### config.mk
export PLATFORM = sky130hd
export DESIGN_NAME = ecsu_multi_sector
export DESIGN_NICKNAME = d
export VERILOG_FILES = /design/src/rtl/ecsu_pkg.sv /design/src/rtl/ecsu_sector_fsm.sv /design/src/rtl/ecsu_multi_sector.sv
export SDC_FILE = /design/constraint.sdc
export NUM_CORES = 1
export LEC_CHECK = 0
export BUFFER_PORTS_ARGS = -buffer_cell sky130_fd_sc_hd__buf_4
export CORE_UTILIZATION = 35
export CTS_CLUSTER_DIAMETER = 150
export DETAILED_ROUTE_END_ITERATION = 10
export HOLD_SLACK_MARGIN = 0.15
export PLACE_DENSITY_LB_ADDON = 0.25
export SETUP_SLACK_MARGIN = 0.02
export SLEW_MARGIN = 0
export SYNTH_ARGS = -nofsm -noshare
export SYNTH_HDL_FRONTEND = slang
export SYNTH_SLANG_ARGS = --single-unit
### constraint.sdc
create_clock -name i_clk -period 5.7 [get_ports i_clk]
set_input_delay 0.285 -clock i_clk [delete_from_list [all_inputs] [get_ports i_clk]]
set_output_delay 0.285 -clock i_clk [all_outputs]
set_load 0.02 [all_outputs]
### src/rtl/ecsu_pkg.sv
// Shared state encodings, default thresholds and helpers for the multi-sector
// environmental control & safety unit.
package ecsu_pkg;

  localparam logic [1:0] ENC_ALL_CLEAR = 2'b00;
  localparam logic [1:0] ENC_CAUTION   = 2'b01;
  localparam logic [1:0] ENC_HIGH_RISK = 2'b10;
  localparam logic [1:0] ENC_EMERGENCY = 2'b11;

  typedef enum logic [1:0] {
    ST_ALL_CLEAR = ENC_ALL_CLEAR,
    ST_CAUTION   = ENC_CAUTION,
    ST_HIGH_RISK = ENC_HIGH_RISK,
    ST_EMERGENCY = ENC_EMERGENCY
  } ecsu_state_e;

  localparam int DEF_NUM_SECTORS  = 4;
  localparam int DEF_WIND_W       = 6;
  localparam int DEF_TEMP_W       = 8;
  localparam int DEF_DWELL_CYC    = 3;
  localparam int DEF_WIND_CAUTION = 10;
  localparam int DEF_WIND_SEVERE  = 15;
  localparam int DEF_WIND_EMERG   = 20;
  localparam int DEF_TEMP_SEVERE  = 35;
  localparam int DEF_TEMP_EMERG   = 40;

  localparam int EMERG_CNT_W = 16;
  localparam int POP_VEC_W   = 64;

  // Counts set bits of a vector of up to POP_VEC_W sectors.
  function automatic logic [EMERG_CNT_W-1:0] popcount(input logic [POP_VEC_W-1:0] vec);
    logic [EMERG_CNT_W-1:0] cnt;
    cnt = '0;
    for (int i = 0; i < POP_VEC_W; i++) begin
      cnt = cnt + EMERG_CNT_W'(vec[i]);
    end
    return cnt;
  endfunction

endpackage

### src/rtl/ecsu_sector_fsm.sv
// One airspace sector: weather-risk FSM with immediate escalation, dwell-qualified
// downgrades and an acknowledged exit from EMERGENCY.
module ecsu_sector_fsm
  import ecsu_pkg::*;
#(
  parameter int WIND_W       = DEF_WIND_W,
  parameter int TEMP_W       = DEF_TEMP_W,
  parameter int DWELL_CYC    = DEF_DWELL_CYC,
  parameter int WIND_CAUTION = DEF_WIND_CAUTION,
  parameter int WIND_SEVERE  = DEF_WIND_SEVERE,
  parameter int WIND_EMERG   = DEF_WIND_EMERG,
  parameter int TEMP_SEVERE  = DEF_TEMP_SEVERE,
  parameter int TEMP_EMERG   = DEF_TEMP_EMERG
) (
  input  logic                     i_clk,
  input  logic                     i_rst_n,
  input  logic                     i_thunder,
  input  logic [WIND_W-1:0]        i_wind,
  input  logic [1:0]               i_vis,
  input  logic signed [TEMP_W-1:0] i_temp,
  input  logic                     i_ack,
  output logic [1:0]               o_state,
  output logic                     o_severe,
  output logic                     o_emerg,
  output logic                     o_enter
);

  localparam int DWELL_W = $clog2(DWELL_CYC + 1);
  localparam logic [DWELL_W-1:0] DWELL_LAST = DWELL_W'(DWELL_CYC - 1);
  localparam logic [DWELL_W-1:0] DWELL_MAX  = DWELL_W'(DWELL_CYC);

  ecsu_state_e        r_state;
  ecsu_state_e        w_nextState;
  logic [DWELL_W-1:0] r_dwell;

  logic [31:0]        w_wind;
  logic signed [31:0] w_temp;
  logic               w_sev;
  logic               w_emg;
  logic               w_cau;
  logic               w_calm;
  logic               w_clr;
  logic               w_dgCond;
  logic               w_dgDone;

  assign w_wind = 32'(i_wind);
  assign w_temp = 32'(i_temp);

  assign w_emg  = (w_wind > 32'(WIND_EMERG)) || (w_temp > TEMP_EMERG) || (w_temp < -TEMP_EMERG);
  assign w_sev  = i_thunder || (w_wind > 32'(WIND_SEVERE)) || (w_temp > TEMP_SEVERE) ||
                  (w_temp < -TEMP_SEVERE) || (i_vis == 2'b11);
  assign w_cau  = (w_wind > 32'(WIND_CAUTION)) || (i_vis == 2'b01) || (i_vis == 2'b10);
  assign w_calm = !w_sev && (w_wind <= 32'(WIND_CAUTION));
  assign w_clr  = w_calm && (i_vis == 2'b00);

  // A downgrade fires on the DWELL_CYC-th consecutive edge its condition holds.
  assign w_dgCond = ((r_state == ST_CAUTION) && w_clr) || ((r_state == ST_HIGH_RISK) && w_calm);
  assign w_dgDone = w_dgCond && (r_dwell == DWELL_LAST);

  always_ff @(posedge i_clk or negedge i_rst_n) begin
    if (!i_rst_n) begin
      r_state <= ST_ALL_CLEAR;
    end else begin
      r_state <= w_nextState;
    end
  end

  always_comb begin
    w_nextState = r_state;
    unique case (r_state)
      ST_ALL_CLEAR: begin
        if (w_sev)      w_nextState = ST_HIGH_RISK;
        else if (w_cau) w_nextState = ST_CAUTION;
      end
      ST_CAUTION: begin
        if (w_sev)         w_nextState = ST_HIGH_RISK;
        else if (w_dgDone) w_nextState = ST_ALL_CLEAR;
      end
      ST_HIGH_RISK: begin
        if (w_emg)         w_nextState = ST_EMERGENCY;
        else if (w_dgDone) w_nextState = ST_CAUTION;
      end
      ST_EMERGENCY: begin
        if (i_ack && !w_emg) w_nextState = ST_HIGH_RISK;
      end
      default: w_nextState = ST_ALL_CLEAR;
    endcase
  end

  // Any state change or a broken streak restarts the dwell count; it saturates.
  always_ff @(posedge i_clk or negedge i_rst_n) begin
    if (!i_rst_n) begin
      r_dwell <= '0;
    end else if ((w_nextState != r_state) || !w_dgCond) begin
      r_dwell <= '0;
    end else if (r_dwell != DWELL_MAX) begin
      r_dwell <= r_dwell + DWELL_W'(1);
    end
  end

  assign o_state  = r_state;
  assign o_severe = r_state[1];
  assign o_emerg  = (r_state == ST_EMERGENCY);
  assign o_enter  = (w_nextState == ST_EMERGENCY) && (r_state != ST_EMERGENCY);

endmodule

### src/rtl/ecsu_multi_sector.sv
// Multi-sector environmental control & safety unit: one FSM per sector plus a fleet
// summary and a saturating count of EMERGENCY entries.
module ecsu_multi_sector
  import ecsu_pkg::*;
#(
  parameter int NUM_SECTORS  = DEF_NUM_SECTORS,
  parameter int WIND_W       = DEF_WIND_W,
  parameter int TEMP_W       = DEF_TEMP_W,
  parameter int DWELL_CYC    = DEF_DWELL_CYC,
  parameter int WIND_CAUTION = DEF_WIND_CAUTION,
  parameter int WIND_SEVERE  = DEF_WIND_SEVERE,
  parameter int WIND_EMERG   = DEF_WIND_EMERG,
  parameter int TEMP_SEVERE  = DEF_TEMP_SEVERE,
  parameter int TEMP_EMERG   = DEF_TEMP_EMERG
) (
  input  logic                          i_clk,
  input  logic                          i_rst_n,
  input  logic [NUM_SECTORS-1:0]        i_thunderstorm,
  input  logic [NUM_SECTORS*WIND_W-1:0] i_wind,
  input  logic [2*NUM_SECTORS-1:0]      i_visibility,
  input  logic [NUM_SECTORS*TEMP_W-1:0] i_temperature,
  input  logic [NUM_SECTORS-1:0]        i_emerg_ack,
  input  logic                          i_cnt_clr,
  output logic [2*NUM_SECTORS-1:0]      o_sector_state,
  output logic [NUM_SECTORS-1:0]        o_severe_weather,
  output logic [NUM_SECTORS-1:0]        o_emergency_landing_alert,
  output logic [1:0]                    o_worst_state,
  output logic                          o_any_emergency,
  output logic [EMERG_CNT_W-1:0]        o_emerg_count
);

  logic [2*NUM_SECTORS-1:0] w_stateVec;
  logic [NUM_SECTORS-1:0]   w_severeVec;
  logic [NUM_SECTORS-1:0]   w_alertVec;
  logic [NUM_SECTORS-1:0]   w_enterVec;
  logic [1:0]               w_worst;
  logic [EMERG_CNT_W-1:0]   w_newEntries;
  logic [EMERG_CNT_W:0]     w_sum;
  logic [EMERG_CNT_W-1:0]   r_emergCount;

  for (genvar g = 0; g < NUM_SECTORS; g++) begin : g_sector
    ecsu_sector_fsm #(
      .WIND_W      (WIND_W),
      .TEMP_W      (TEMP_W),
      .DWELL_CYC   (DWELL_CYC),
      .WIND_CAUTION(WIND_CAUTION),
      .WIND_SEVERE (WIND_SEVERE),
      .WIND_EMERG  (WIND_EMERG),
      .TEMP_SEVERE (TEMP_SEVERE),
      .TEMP_EMERG  (TEMP_EMERG)
    ) u_fsm (
      .i_clk    (i_clk),
      .i_rst_n  (i_rst_n),
      .i_thunder(i_thunderstorm[g]),
      .i_wind   (i_wind[g*WIND_W +: WIND_W]),
      .i_vis    (i_visibility[2*g +: 2]),
      .i_temp   (i_temperature[g*TEMP_W +: TEMP_W]),
      .i_ack    (i_emerg_ack[g]),
      .o_state  (w_stateVec[2*g +: 2]),
      .o_severe (w_severeVec[g]),
      .o_emerg  (w_alertVec[g]),
      .o_enter  (w_enterVec[g])
    );
  end

  always_comb begin
    w_worst = ENC_ALL_CLEAR;
    for (int i = 0; i < NUM_SECTORS; i++) begin
      if (w_stateVec[2*i +: 2] > w_worst) w_worst = w_stateVec[2*i +: 2];
    end
  end

  // The popcount helper covers up to POP_VEC_W sectors.
  assign w_newEntries = popcount(POP_VEC_W'(w_enterVec));
  assign w_sum        = (EMERG_CNT_W+1)'(r_emergCount) + (EMERG_CNT_W+1)'(w_newEntries);

  always_ff @(posedge i_clk or negedge i_rst_n) begin
    if (!i_rst_n) begin
      r_emergCount <= '0;
    end else if (i_cnt_clr) begin
      r_emergCount <= '0;
    end else if (w_sum[EMERG_CNT_W]) begin
      r_emergCount <= '1;
    end else begin
      r_emergCount <= w_sum[EMERG_CNT_W-1:0];
    end
  end

  assign o_sector_state            = w_stateVec;
  assign o_severe_weather          = w_severeVec;
  assign o_emergency_landing_alert = w_alertVec;
  assign o_worst_state             = w_worst;
  assign o_any_emergency           = |w_alertVec;
  assign o_emerg_count             = r_emergCount;

endmodule

# Word level (Yosys, flattened, before mapping)
# Index checks and enable logic that the tools add are counted.
dict set report classes {
  bitwise_logic 0
  n_div 0
  addsub 8
  multipliers 0
  magnitude_cmp 36
  eq_ne 44
  n_mux 46
  n_reduce_logical 93
  shift 0
}
# op n
set op_table {}
lappend op_table {{two-way mux 2 bit} 40}
lappend op_table {{> comparator 8 x 7 -> 1 bit, second input constant} 8}
lappend op_table {{less-than comparator 8 x 7 -> 1 bit, second input constant} 8}
lappend op_table {{== test 2 bit, second input constant} 24}
lappend op_table {{> comparator 6 x 4 -> 1 bit, second input constant} 8}
lappend op_table {{logical OR 1 bit} 40}
lappend op_table {{two-way mux 16 bit} 2}
lappend op_table {{one-hot mux 2 bit (4 select lines)} 4}
lappend op_table {{logical AND 1 bit} 28}
lappend op_table {{> comparator 6 x 5 -> 1 bit, second input constant} 4}
lappend op_table {{less-or-equal comparator 6 x 4 -> 1 bit, second input constant} 4}
lappend op_table {{adder 16 x 4 -> 17 bit} 1}
lappend op_table {{== test 2 x 1 -> 1 bit, second input constant} 8}
lappend op_table {{zero test 2 bit} 8}
lappend op_table {{!= test 2 bit, second input constant} 8}
lappend op_table {{zero test 1 bit} 12}
lappend op_table {{adder 2 x 1 -> 2 bit, second input constant} 4}
lappend op_table {{!= test 2 bit} 4}
lappend op_table {{nonzero test 2 bit} 4}
lappend op_table {{> comparator 2 bit} 3}
lappend op_table {{adder 3 x 1 -> 4 bit} 1}
lappend op_table {{OR reduction 4 bit} 1}
lappend op_table {{adder 2 x 1 -> 3 bit} 1}
lappend op_table {{adder 1 x 1 -> 2 bit} 1}
lappend op_table {{> comparator 2 x 1 -> 1 bit, second input constant} 1}
dict set report word_totals {
  n_memories 0
  mem_bits_ro 0
  output_inout_bits 35
  word_cells 236
  ramBits 0
  latch_bits 0
  reg_bits 32
}

# Longest topological paths before layout
# Gate-level depths: netlist (run 1).
dict set report depth {
  depth_word 22
  mapped_depth 16
}

# Modules after synthesis
# From an unflattened synthesis (run 1), not the netlist that was laid out.
dict set report unflattened {
  cells_unflattened 312
  area_unflattened_um2 2882.8
}
# mod area_each_um2 n_inst seq_area_each_um2 cells_per_inst
set by_module_without_submodules {}
lappend by_module_without_submodules {ecsu_sector_fsm 422.9 4 100.1 48}
lappend by_module_without_submodules {ecsu_multi_sector 1191.1 1 400.4 120}

# Worst setup path before layout (run 1)
# OpenSTA, ideal clock, no wires.
dict set report synth_path {
  path_kind {input to register}
  start {in i_wind[0]}
  end {reg r_emergCount[10] (netlist: o_emerg_count[10])}
  path_stages 14
  path_buffers 1
  arrival_ps 3380
  setup_time_ps 136
  required_time_ps 5564
  setup_slack_ps 2183
  path_cell_list {a21o_1 a211oi_4 and4_1 o21ai_1 a221o_1 fa_1 inv_1 fa_1 fa_1 nand4_2 nor3_2 nand4_1 buf_2 a21oi_1}
}
dict set report synth_via {
  elab_chain_cells 22
  elab_cells_between_ends 37
  cone_classes {add/sub: 4; order compare: 4; eq/ne: 1; mux: 10; reduce/logical: 18}
}
# element line_no
set synth_rtl {}
lappend synth_rtl {{from (decl)} ecsu_multi_sector.sv:19} ;# input logic [NUM_SECTORS*WIND_W-1:0] i_wind,
lappend synth_rtl {{> comparator 6 x 4 -> 1 bit} ecsu_sector_fsm.sv:50} ;# assign w_sev = i_thunder || (w_wind > 32'(WIND_SEVERE)) || (w_temp > TEMP_SEVERE) ||
lappend synth_rtl {{logical OR 1 bit (3 in a row)} ecsu_sector_fsm.sv:50}
lappend synth_rtl {{logical OR 1 bit} ecsu_sector_fsm.sv:51} ;# (w_temp < -TEMP_SEVERE) || (i_vis == 2'b11);
lappend synth_rtl {{zero test 1 bit} ecsu_sector_fsm.sv:53} ;# assign w_calm = !w_sev && (w_wind <= 32'(WIND_CAUTION));
lappend synth_rtl {{logical AND 1 bit} ecsu_sector_fsm.sv:53}
lappend synth_rtl {{logical AND 1 bit} ecsu_sector_fsm.sv:54} ;# assign w_clr = w_calm && (i_vis == 2'b00);
lappend synth_rtl {{logical AND 1 bit} ecsu_sector_fsm.sv:57} ;# assign w_dgCond = ((r_state == ST_CAUTION) && w_clr) || ((r_state == ST_HIGH_RISK) && w_calm);
lappend synth_rtl {{logical OR 1 bit} ecsu_sector_fsm.sv:57}
lappend synth_rtl {{[... 4 more ...]} n/a}
lappend synth_rtl {{== test 2 bit (*)} ecsu_sector_fsm.sv:104} ;# assign o_enter = (w_nextState == ST_EMERGENCY) && (r_state != ST_EMERGENCY);
lappend synth_rtl {{logical AND 1 bit (*)} ecsu_sector_fsm.sv:104}
lappend synth_rtl {{adder 1 x 1 -> 2 bit (*)} ecsu_pkg.sv:35} ;# cnt = cnt + EMERG_CNT_W'(vec[i]);
lappend synth_rtl {{adder 2 x 1 -> 3 bit (*)} ecsu_pkg.sv:35}
lappend synth_rtl {{adder 3 x 1 -> 4 bit (*)} ecsu_pkg.sv:35}
lappend synth_rtl {{adder 16 x 4 -> 17 bit (*)} ecsu_multi_sector.sv:75} ;# assign w_sum = (EMERG_CNT_W+1)'(r_emergCount) + (EMERG_CNT_W+1)'(w_newEntries);
lappend synth_rtl {{two-way mux 16 bit (*)} ecsu_multi_sector.sv:82} ;# end else if (w_sum[EMERG_CNT_W]) begin
lappend synth_rtl {{two-way mux 16 bit (*)} ecsu_multi_sector.sv:80} ;# end else if (i_cnt_clr) begin
lappend synth_rtl {{to (signal assigned)} ecsu_multi_sector.sv:85} ;# r_emergCount <= w_sum[EMERG_CNT_W-1:0];
lappend synth_rtl {{to (decl)} ecsu_multi_sector.sv:39} ;# logic [EMERG_CNT_W-1:0] r_emergCount;
# Mark *: on every way between the ends. The rest lies on a longest branch, timed or not.
# A chain may end at the register's enable or synchronous reset.

# Worst setup path in the final report (run 1)
dict set report layout_path {
  start {reg g_sector[0].u_fsm.r_state[1]}
  end {out o_worst_state[0]}
}
dict set report layout_via {
  elab_chain_cells 8
}
# element line_no
set layout_rtl {}
lappend layout_rtl {{from (decl)} ecsu_sector_fsm.sv:32} ;# ecsu_state_e r_state;
lappend layout_rtl {{from (signal assigned)} ecsu_sector_fsm.sv:64} ;# r_state <= w_nextState;
lappend layout_rtl {{> comparator 2 x 1 -> 1 bit} ecsu_multi_sector.sv:69} ;# if (w_stateVec[2*i +: 2] > w_worst) w_worst = w_stateVec[2*i +: 2];
lappend layout_rtl {{two-way mux 2 bit (*)} ecsu_multi_sector.sv:69}
lappend layout_rtl {{> comparator 2 bit} ecsu_multi_sector.sv:69}
lappend layout_rtl {{two-way mux 2 bit (*)} ecsu_multi_sector.sv:69}
lappend layout_rtl {{> comparator 2 bit} ecsu_multi_sector.sv:69}
lappend layout_rtl {{two-way mux 2 bit (*)} ecsu_multi_sector.sv:69}
lappend layout_rtl {{> comparator 2 bit} ecsu_multi_sector.sv:69}
lappend layout_rtl {{two-way mux 2 bit (*)} ecsu_multi_sector.sv:69}
lappend layout_rtl {{to (decl)} ecsu_multi_sector.sv:27} ;# output logic [1:0] o_worst_state,
# Marked as above.

==> flow_metrics.tcl, run 1 <==
set metrics [dict create \
    peakVddDrop_mv 0.09039 \
    regArea_um2 800.8 \
    slew_headroom 0.4945 \
    worstHoldEndpoint "g_sector[2].u_fsm.o_state[1]" \
    multiInputGateArea_um2 1737 \
    setup_violations 0 \
    grt_max_degree 33 \
    synthCells 342 \
    dieArea_um2 8315 \
    cts_resized 0 \
    clk_pin_slew_ns 0.06 \
    synth-seq-cells 32 \
    final_common_cell "buf_4" \
    synth_top_cell_by_area "dfrtp_1" \
    hold_viol_final 0 \
    area_growth_pct 33.57 \
    worstHoldStart "i_thunderstorm[2]" \
    post-place-ws_ns 1.789 \
    cts.sinks 32 \
    grt_setup_unrepaired "no" \
    async_flop_share 1.000 \
    cts_tree "done" \
    drc_errors 0 \
    post_drt_wl_per_cell_um 12.59 \
    clock_latency_ns 0.28 \
    ios 110 \
    num_vias 2811 \
    status "complete, no violations" \
    viasPerCell 5.148 \
    gp_congestion 0.7904 \
    grt_pass1_vias 2750 \
    synth_ff_type "dfrtp_1" \
    cap_viol_max_count 0 \
    cts_root_buffer "clkbuf_8" \
    core_um2 7727 \
    period_minus_slack_ns 3.873 \
    tightest_slew_ns 0.7487 \
    met1_usage 0.2052 \
    final_cell_mix "buf_4 (109), inv_1 (35), nor2_1 (35)" \
    antenna_cells 0 \
    track_usage 0.1665 \
    worstSetupPathType "flop to primary output" \
    max_freq_ghz 0.2582 \
    skew_ns 0.004289 \
    drive_gt1_frac 0.2838 \
    yosysTopAreaCellShare 0.2876 \
    period_share 0.6795 \
    initial_core_util 0.3603 \
    r2r_slack_ns 1.86 \
    gr-max-usage-layer "met2" \
    portBuffers 109 \
    gr-total-overflow 0 \
    crit_path_start_kind "flop" \
    syn-cell-area_um2 2784 \
    reg2reg_to "o_emerg_count[3]" \
    fin_nets 539 \
    synth_cell_types 57 \
    total_leakage_power_nw 1.811 \
    worstPathRequired_ns 5.41 \
    powerDensity_nw_per_um2 142.2 \
    cts_made_buffers 5 \
    hp-class "primary input to flop" \
    fp.dieW_um 91.19 \
    synth_seq_area_share 0.2876 \
    rows 32 \
    cts_buffer_depth 2 \
    grt_pass1_wl_mm 11.63 \
    fin_setup_tns_ns 0 \
    reg2reg_depth 15 \
    wl_mm 6.876 \
    die_h_um 91.19 \
    antenna_found_initial 0 \
    synthTopCellsByArea "dfrtp_1 (29%), ha_1 (8.1%), inv_1 (4.7%)" \
    gr-usage-met3 0.03769 \
    slowest_delay_ns 0.48 \
    path_max_fanout 8 \
    layout_setup_ws_ns 1.827 \
    crit_slowest_cell "dfrtp_1" \
    syn_area_per_cell_um2 8.140 \
    synth-edff-count 0 \
    ys_warn_count 0 \
    drtIter0Drc 127 \
    hold_path_depth 3 \
    dp.cells 537 \
    num-fill-cells 782 \
    grt_use_met2 0.2973 \
    cts_setup_buffers 0 \
    cts_htree_levels 2 \
    dp_hpwl_mm 5.522 \
    drt_first_pass_iters 4 \
    drv_slew 0 \
    syn-num-nets 438 \
    crit_chain "inv_1 -> ha_1 -> nor2_1 -> o211a_1 -> a221oi_1 -> ha_1 -> inv_1 -> o22ai_1 -> mux2_2 -> ha_1 -> inv_1 -> o22ai_1 -> mux2_2 -> buf_4" \
    crit_arrival_ns 3.59 \
    endpoint_kind "primary output" \
    reg2reg_from "g_sector[0].u_fsm.r_dwell[0]" \
    ant_nets 0 \
    final_cells 546 \
]
[flip-flops by register name, indices dropped and copies added (netlist names)]
register,cells
g_sector.u_fsm.r_dwell,8
g_sector.u_fsm.o_state,8
o_emerg_count,16
[routing by layer]
layer / routed length, µm / vias to the layer above
met3: 368 / 8
li1: - / 1413
met4: 69 / 0
met5: 0 / -
met2: 3326 / 76
met1: 3112 / 1314
[worst max-delay path by stage]
stage                                 start                end  slack, ns  depth (start not counted)
6_report       g_sector[0].u_fsm.o_state[1]   o_worst_state[0]       1.83                         14
5_1_grt        g_sector[0].u_fsm.r_dwell[0]  o_emerg_count[13]       1.50                         15
4_1_cts        g_sector[0].u_fsm.o_state[1]   o_worst_state[0]       1.80                         14
3_5_place_dp                      i_wind[0]   o_emerg_count[2]       1.79                         14
3_3_place_gp                      i_wind[0]   o_emerg_count[0]       1.83                         14
2_1_floorplan                     i_wind[0]  o_emerg_count[10]       2.18                         14
[kinds of logic (layout without fill, tap and decap cells)]
logic type,Yosys count,after routing,synth area share
DFF,32,32,0.2876
muxes,5,5,0.01888
adders and majority gates,21,21,0.1025
and+or+nand+nor,109,109,0.1960
AOI/OAI and AO/OA,106,106,0.2530
buffers and inverters,52,154,0.08854
xor gates and xnor gates,17,17,0.05348
[area by class of cell]
| type | instances | share of cell area |
|---|---|---|
| Multi-Input combinational cell | 258 | 0.4670 |
| Timing Repair Buffer | 110 | 0.2227 |
| Sequential cell | 32 | 0.2153 |
| Inverter | 36 | 0.03634 |
| Tap cell | 102 | 0.03432 |
| Clock buffer | 8 | 0.02423 |
[report_power, final]
part | switching (W) | internal (W)
Combinational | 0.0000576 | 0.0000612
Clock | 0.0000782 | 0.0000984
Sequential | 0.00000351 | 0.000230
Total | 0.000139 | 0.000389
[repair_timing]
item                                    4_1_cts  5_1_grt
endpoints found under the setup margin        0        0
hold endpoints to repair                     32        0
hold buffers                                  1        0
[stage by stage]
| stage | instance area (µm²) | power (W) | utilization | hold slack [ns] |
|---|---|---|---|---|
| floorplan | 2784 | 0.0002861 | - | -0.01059 |
| global placement | 3618 | 0.0003542 | 0.4683 | 0.2485 |
| detailed placement | 3618 | 0.0003564 | 0.4683 | 0.2506 |
| CTS | 3719 | 0.0005381 | 0.4812 | 0.2606 |
| global route | 3719 | 0.0005622 | 0.4812 | 0.2734 |
| finish | 3719 | 0.0005287 | 0.4812 | 0.2689 |
[worst max-delay path, delay by kind of cell, from the launching register on]
family / cells / cell delay, ns
AOI/OAI and AO/OA: 4 / 0.85
adders and majority gates: 3 / 0.81
buffers and inverters: 4 / 0.39
DFF: 1 / 0.48
muxes: 2 / 0.73
and+or+nand+nor: 1 / 0.06
[synth_stat cells (all sizes together) (3+ instances only)]
| cell type | instances |
|---|---|
| inv | 36 |
| nor2 | 35 |
| dfrtp | 32 |
| o21ai | 28 |
| a21oi | 25 |
| nand2 | 23 |
| ha | 18 |
| nor3 | 15 |
| buf | 14 |
| xnor2 | 10 |
| nand3 | 7 |
| xor2 | 7 |
| a21o | 6 |
| a31oi | 6 |
| o21a | 6 |
| a211oi | 5 |
| nand4 | 5 |
| o31a | 5 |
| nor4 | 4 |
| o2111ai | 4 |
| a2111oi | 3 |
| fa | 3 |
| mux2i | 3 |
| nand2b | 3 |
| nor2b | 3 |
| o22ai | 3 |
Note: power is estimated with default switching activity, not from simulation.
==> run 2: changes to the inputs <==
==> constraint.sdc (replaced) <==
create_clock -name i_clk -period 3.3 [get_ports i_clk]
set_input_delay 0.165 -clock i_clk [delete_from_list [all_inputs] [get_ports i_clk]]
set_output_delay 0.165 -clock i_clk [all_outputs]
set_load 0.02 [all_outputs]
==> flow_metrics.tcl, run 2 (synthesis gave the netlist of run 1 again) <==
set metrics [dict create \
    dieArea_um2 8315 \
    antenna_cells 0 \
    path_max_fanout 3 \
    ios 110 \
    period_share 1.010 \
    core_um2 7727 \
    hold_path_depth 3 \
    grt_max_degree 33 \
    fp.dieW_um 91.19 \
    portBuffers 109 \
    dp_hpwl_mm 5.719 \
    grt_setup_unrepaired "yes" \
    ant_nets 0 \
    antenna_found_initial 0 \
    grt_pass1_vias 2849 \
    setup_violations 14 \
    grt_pass1_wl_mm 12.00 \
    gp_congestion 0.8691 \
    drtIter0Drc 64 \
    crit_slowest_cell "dfrtp_1" \
    worstPathRequired_ns 3.13 \
    drive_gt1_frac 0.3694 \
    regArea_um2 802.0 \
    violations "setup timing" \
    drt_first_pass_iters 4 \
    cts_root_buffer "clkbuf_8" \
    period_minus_slack_ns 3.333 \
    crit_path_start_kind "flop" \
    multiInputGateArea_um2 1846 \
    place_area_um2 3797 \
    status "complete, but fails checks" \
    layout_setup_ws_ns -0.03274 \
    slew_headroom 0.5207 \
    worstHoldStart "i_thunderstorm[2]" \
    r2r_slack_ns -0.01 \
    wl_mm 7.312 \
    largest_reg_flops 16 \
    final_common_cell "buf_4" \
    initial_core_util 0.3603 \
    whs_ns 0.1617 \
    clock_latency_ns 0.29 \
    num_vias 2906 \
    endpoint_kind "primary output" \
    max_freq_ghz 0.3001 \
    cts_htree_levels 2 \
    drc_errors 0 \
    tightest_slew_ns 0.7099 \
    cap_viol_max_count 0 \
    final_cells 573 \
    track_usage 0.1745 \
    worstHoldEndpoint "g_sector[2].u_fsm.o_state[1]" \
    viasPerCell 5.072 \
    reg2reg_from "g_sector[0].u_fsm.r_dwell[0]" \
    final_cell_area_um2 4065 \
    post_drt_wl_per_cell_um 12.76 \
    worstSetupPathType "flop to primary output" \
    cts_buffer_depth 2 \
    area_growth_pct 46.02 \
    hold_viol_final 0 \
    slowest_delay_ns 0.38 \
    crit_chain "inv_2 -> ha_4 -> nor2_2 -> o211a_1 -> a221oi_4 -> ha_4 -> inv_2 -> o22ai_2 -> mux2_4 -> ha_4 -> inv_2 -> o22ai_2 -> mux2_4 -> buf_6" \
    peakVddDrop_mv 0.1898 \
    cts_made_buffers 5 \
    cts.sinks 32 \
    rows 32 \
    dp.cells 557 \
    fin_nets 566 \
    reg2reg_depth 16 \
    total_leakage_power_nw 1.986 \
    die_h_um 91.19 \
    post-place-ws_ns -0.1461 \
    powerDensity_nw_per_um2 245.8 \
    final_cell_mix "buf_4 (134), nor2_1 (33), dfrtp_1 (31)" \
    drv_slew 0 \
    skew_ns 0.009145 \
    gr-total-overflow 0 \
    clk_pin_slew_ns 0.07 \
    num-fill-cells 726 \
    reg2reg_to "o_emerg_count[6]" \
    crit_arrival_ns 3.17 \
    cts_tree "done" \
    hp-class "primary input to flop" \
]
run 2: layout make-up:
cell class	count	area share
clock buffer	6	0.01785
clock inverter	2	0.008618
inverter	36	0.03324
multi-input combinational	258	0.4540
sequential	32	0.1973
tap	102	0.03139
timing repair buffer	137	0.2576
run 2: timing repair:
action / 4_1_cts / 5_1_grt
setup buffers: 6 / 1
hold buffers: 1 / 0
endpoints found under the setup margin: 16 / 17
endpoints found under the hold margin: 32 / 0
pin swaps: 10 / 8
resized for setup: 17 / 7
run 2: how the worst max path moves through the flow:
stage | start | endpoint | cells past startpoint
2_1_floorplan | g_sector[0].u_fsm.r_dwell[0] | o_emerg_count[10] | 16
3_3_place_gp | g_sector[0].u_fsm.r_dwell[0] | o_emerg_count[1] | 16
6_report | g_sector[1].u_fsm.o_state[1] | o_worst_state[0] | 14
3_5_place_dp | i_visibility[0] | o_emerg_count[8] | 14
5_1_grt | g_sector[0].u_fsm.r_dwell[0] | o_emerg_count[6] | 16
4_1_cts | g_sector[1].u_fsm.o_state[1] | o_worst_state[0] | 14
run 2: report_power, final:
group          switching, W  internal, W  total [W]  leakage (nW)
Sequential       0.00000497     0.000397   0.000402         0.406
Clock              0.000147     0.000224   0.000371        0.0552
Combinational      0.000108     0.000119   0.000227          1.53
run 2: stage by stage:
stage,util,power [W],TNS [ns]
after global routing,0.5261,0.001046,-2.637
after global placement,0.4914,0.0006192,-0.005422
final,0.5261,0.0009992,-0.1069
after detailed placement,0.4914,0.0006229,-2.110
after CTS,0.5207,0.001005,-0.2226
after floorplan,-,0.0004944,0
run 2: routing by layer:
| metal | global-route usage | share of wire |
|---|---|---|
| met4 | 0.03704 | 0.0092 |
| met2 | 0.3093 | 0.49 |
| met3 | 0.04523 | 0.057 |
| met1 | 0.2119 | 0.45 |
| met5 | 0 | 0 |
run 2: worst max-delay path, delay by kind of cell, from the launching register on:
kind	cells	cell delay [ns]
buffers and inverters	4	0.28
muxes	2	0.65
DFF	1	0.38
AOI/OAI and AO/OA	4	0.74
adders and majority gates	3	0.79
and+or+nand+nor	1	0.03
==> run 3: changes to the inputs <==
--- a/config.mk
+++ b/config.mk
@@ -12,6 +12,7 @@
 export HOLD_SLACK_MARGIN = 0.15
 export PLACE_DENSITY_LB_ADDON = 0.25
 export SETUP_SLACK_MARGIN = 0.02
+export SKIP_CTS_REPAIR_TIMING = 1
 export SLEW_MARGIN = 0
 export SYNTH_ARGS = -nofsm -noshare
 export SYNTH_HDL_FRONTEND = slang
==> flow_metrics.tcl, run 3 (synthesis gave the netlist of run 1 again) <==
set metrics [dict create \
    reg2reg_from "g_sector[0].u_fsm.r_dwell[1]" \
    final_common_cell "buf_4" \
    path_buf_inv 3 \
    post_drt_wl_per_cell_um 12.83 \
    largest_reg_flops 16 \
    cts_root_buffer "clkbuf_8" \
    grt_max_degree 33 \
    antenna_cells 0 \
    switching_power_w 0.0002598 \
    drt_first_pass_iters 4 \
    fp.dieW_um 91.19 \
    path_max_fanout 6 \
    peakVddDrop_mv 0.1909 \
    fin_nets 568 \
    setup_violations 15 \
    crit_chain "ha_4 -> inv_2 -> o21ai_1 -> a31oi_1 -> o21ai_1 -> a221o_1 -> fa_1 -> inv_2 -> fa_2 -> fa_2 -> nand4_4 -> nor3_4 -> nand4_1 -> clkbuf_16 -> a21oi_1" \
    drtIter0Drc 73 \
    grt_pass1_vias 2754 \
    drive_gt1_frac 0.3805 \
    clockPowerShare 0.372 \
    dp_hpwl_mm 5.719 \
    crit_arrival_ns 3.61 \
    crit_slowest_cell "fa_1" \
    r2r_slack_ns -0.14 \
    max_freq_ghz 0.2904 \
    slowest_delay_ns 0.53 \
    rows 32 \
    hold_viol_final 0 \
    tightest_slew_ns 0.7102 \
    area_growth_pct 47.55 \
    reg2reg_to "o_emerg_count[0]" \
    violations "setup timing" \
    worstHoldStart "i_cnt_clr" \
    cap_viol_max_count 0 \
    clk_pin_slew_ns 0.07 \
    worstHoldEndpoint "o_emerg_count[6]" \
    gr-total-overflow 0 \
    period_minus_slack_ns 3.444 \
    reg2reg_depth 15 \
    post-place-ws_ns -0.1461 \
    cts_tree "done" \
    antenna_found_initial 0 \
    final_cell_mix "buf_4 (135), nor2_1 (33), dfrtp_1 (31)" \
    status "complete, but fails checks" \
    combPwrFrac 0.226 \
    swShare 0.2601 \
    final_cell_area_um2 4108 \
    total_leakage_power_nw 2.003 \
    hp-class "primary input to flop" \
    powerDensity_nw_per_um2 243.1 \
    cts_htree_levels 2 \
    place_area_um2 3797 \
    num-fill-cells 718 \
    ios 110 \
    crit_path_start_kind "flop" \
    slew_headroom 0.5205 \
    cts_buffer_depth 2 \
    viasPerCell 5.075 \
    layout_setup_ws_ns -0.1436 \
    seqPwrFrac 0.402 \
    worstSetupPathType "flop to flop" \
    grt_pass1_wl_mm 11.70 \
    initial_core_util 0.3603 \
    drv_slew 0 \
    die_h_um 91.19 \
    clock_latency_ns 0.29 \
    hold_path_depth 2 \
    gp_congestion 0.8691 \
    drc_errors 0 \
    wl_mm 7.376 \
    num_vias 2918 \
    p_int_w 0.0007389 \
    cts_made_buffers 5 \
    grt_setup_unrepaired "yes" \
    portBuffers 109 \
    skew_ns 0.009690 \
    final_util 0.5316 \
    ant_nets 0 \
    worstPathRequired_ns 3.47 \
    endpoint_kind "flop" \
    cts.sinks 32 \
    track_usage 0.1701 \
    core_um2 7727 \
    crit_family "adder cells" \
    period_share 1.044 \
    dieArea_um2 8315 \
]
run 3: per-layer routing:
metal  GRT usage  share of wire  vias up  wire (µm)
li1            -              -     1481          -
met1      0.2083           0.45     1351       3330
met2      0.3037           0.49       82       3582
met3     0.04271          0.056        4        414
met4     0.02910         0.0065        0         48
met5           0              0        -          0
run 3: worst max-delay path by stage:
stage                                             from                 to  cells past startpoint
after floorplan           g_sector[0].u_fsm.r_dwell[0]  o_emerg_count[10]                     16
final                     g_sector[0].u_fsm.r_dwell[1]   o_emerg_count[0]                     15
after detailed placement               i_visibility[0]   o_emerg_count[8]                     14
after global routing      g_sector[0].u_fsm.r_dwell[1]   o_emerg_count[1]                     15
after CTS                 g_sector[1].u_fsm.o_state[1]   o_worst_state[0]                     14
after global placement    g_sector[0].u_fsm.r_dwell[0]   o_emerg_count[1]                     16
run 3: area by class of cell:
cell class,instances,area [µm²],share of cell area
Inverter,36,135.1,0.03290
Multi-Input combinational cell,258,1856,0.4517
Clock buffer,6,72.57,0.01767
Clock inverter,2,35.03,0.008529
Tap cell,102,127.6,0.03107
Timing Repair Buffer,139,1080,0.2629
Sequential cell,32,802.0,0.1952
run 3: through the flow:
step	hold WS (ns)	TNS (ns)	power, W	cells
2_1_floorplan	-0.1306	0	0.0004944	342
3_3_place_gp	0.1337	-0.005422	0.0006192	557
3_5_place_dp	0.1319	-2.110	0.0006229	557
4_1_cts	-0.1838	-1.252	0.0009966	565
5_1_grt	0.1653	-3.773	0.001045	575
6_report	0.1530	-1.677	0.0009988	575
run 3: power by group through the flow:
stage                     combinational [W]  sequential (W)  clock (W)
after global placement             0.000210        0.000410          0
after detailed placement           0.000213        0.000410          0
after floorplan                   0.0000799        0.000415          0
after CTS                          0.000214        0.000402   0.000380
final                              0.000225        0.000402   0.000371
after global routing               0.000248        0.000403   0.000394
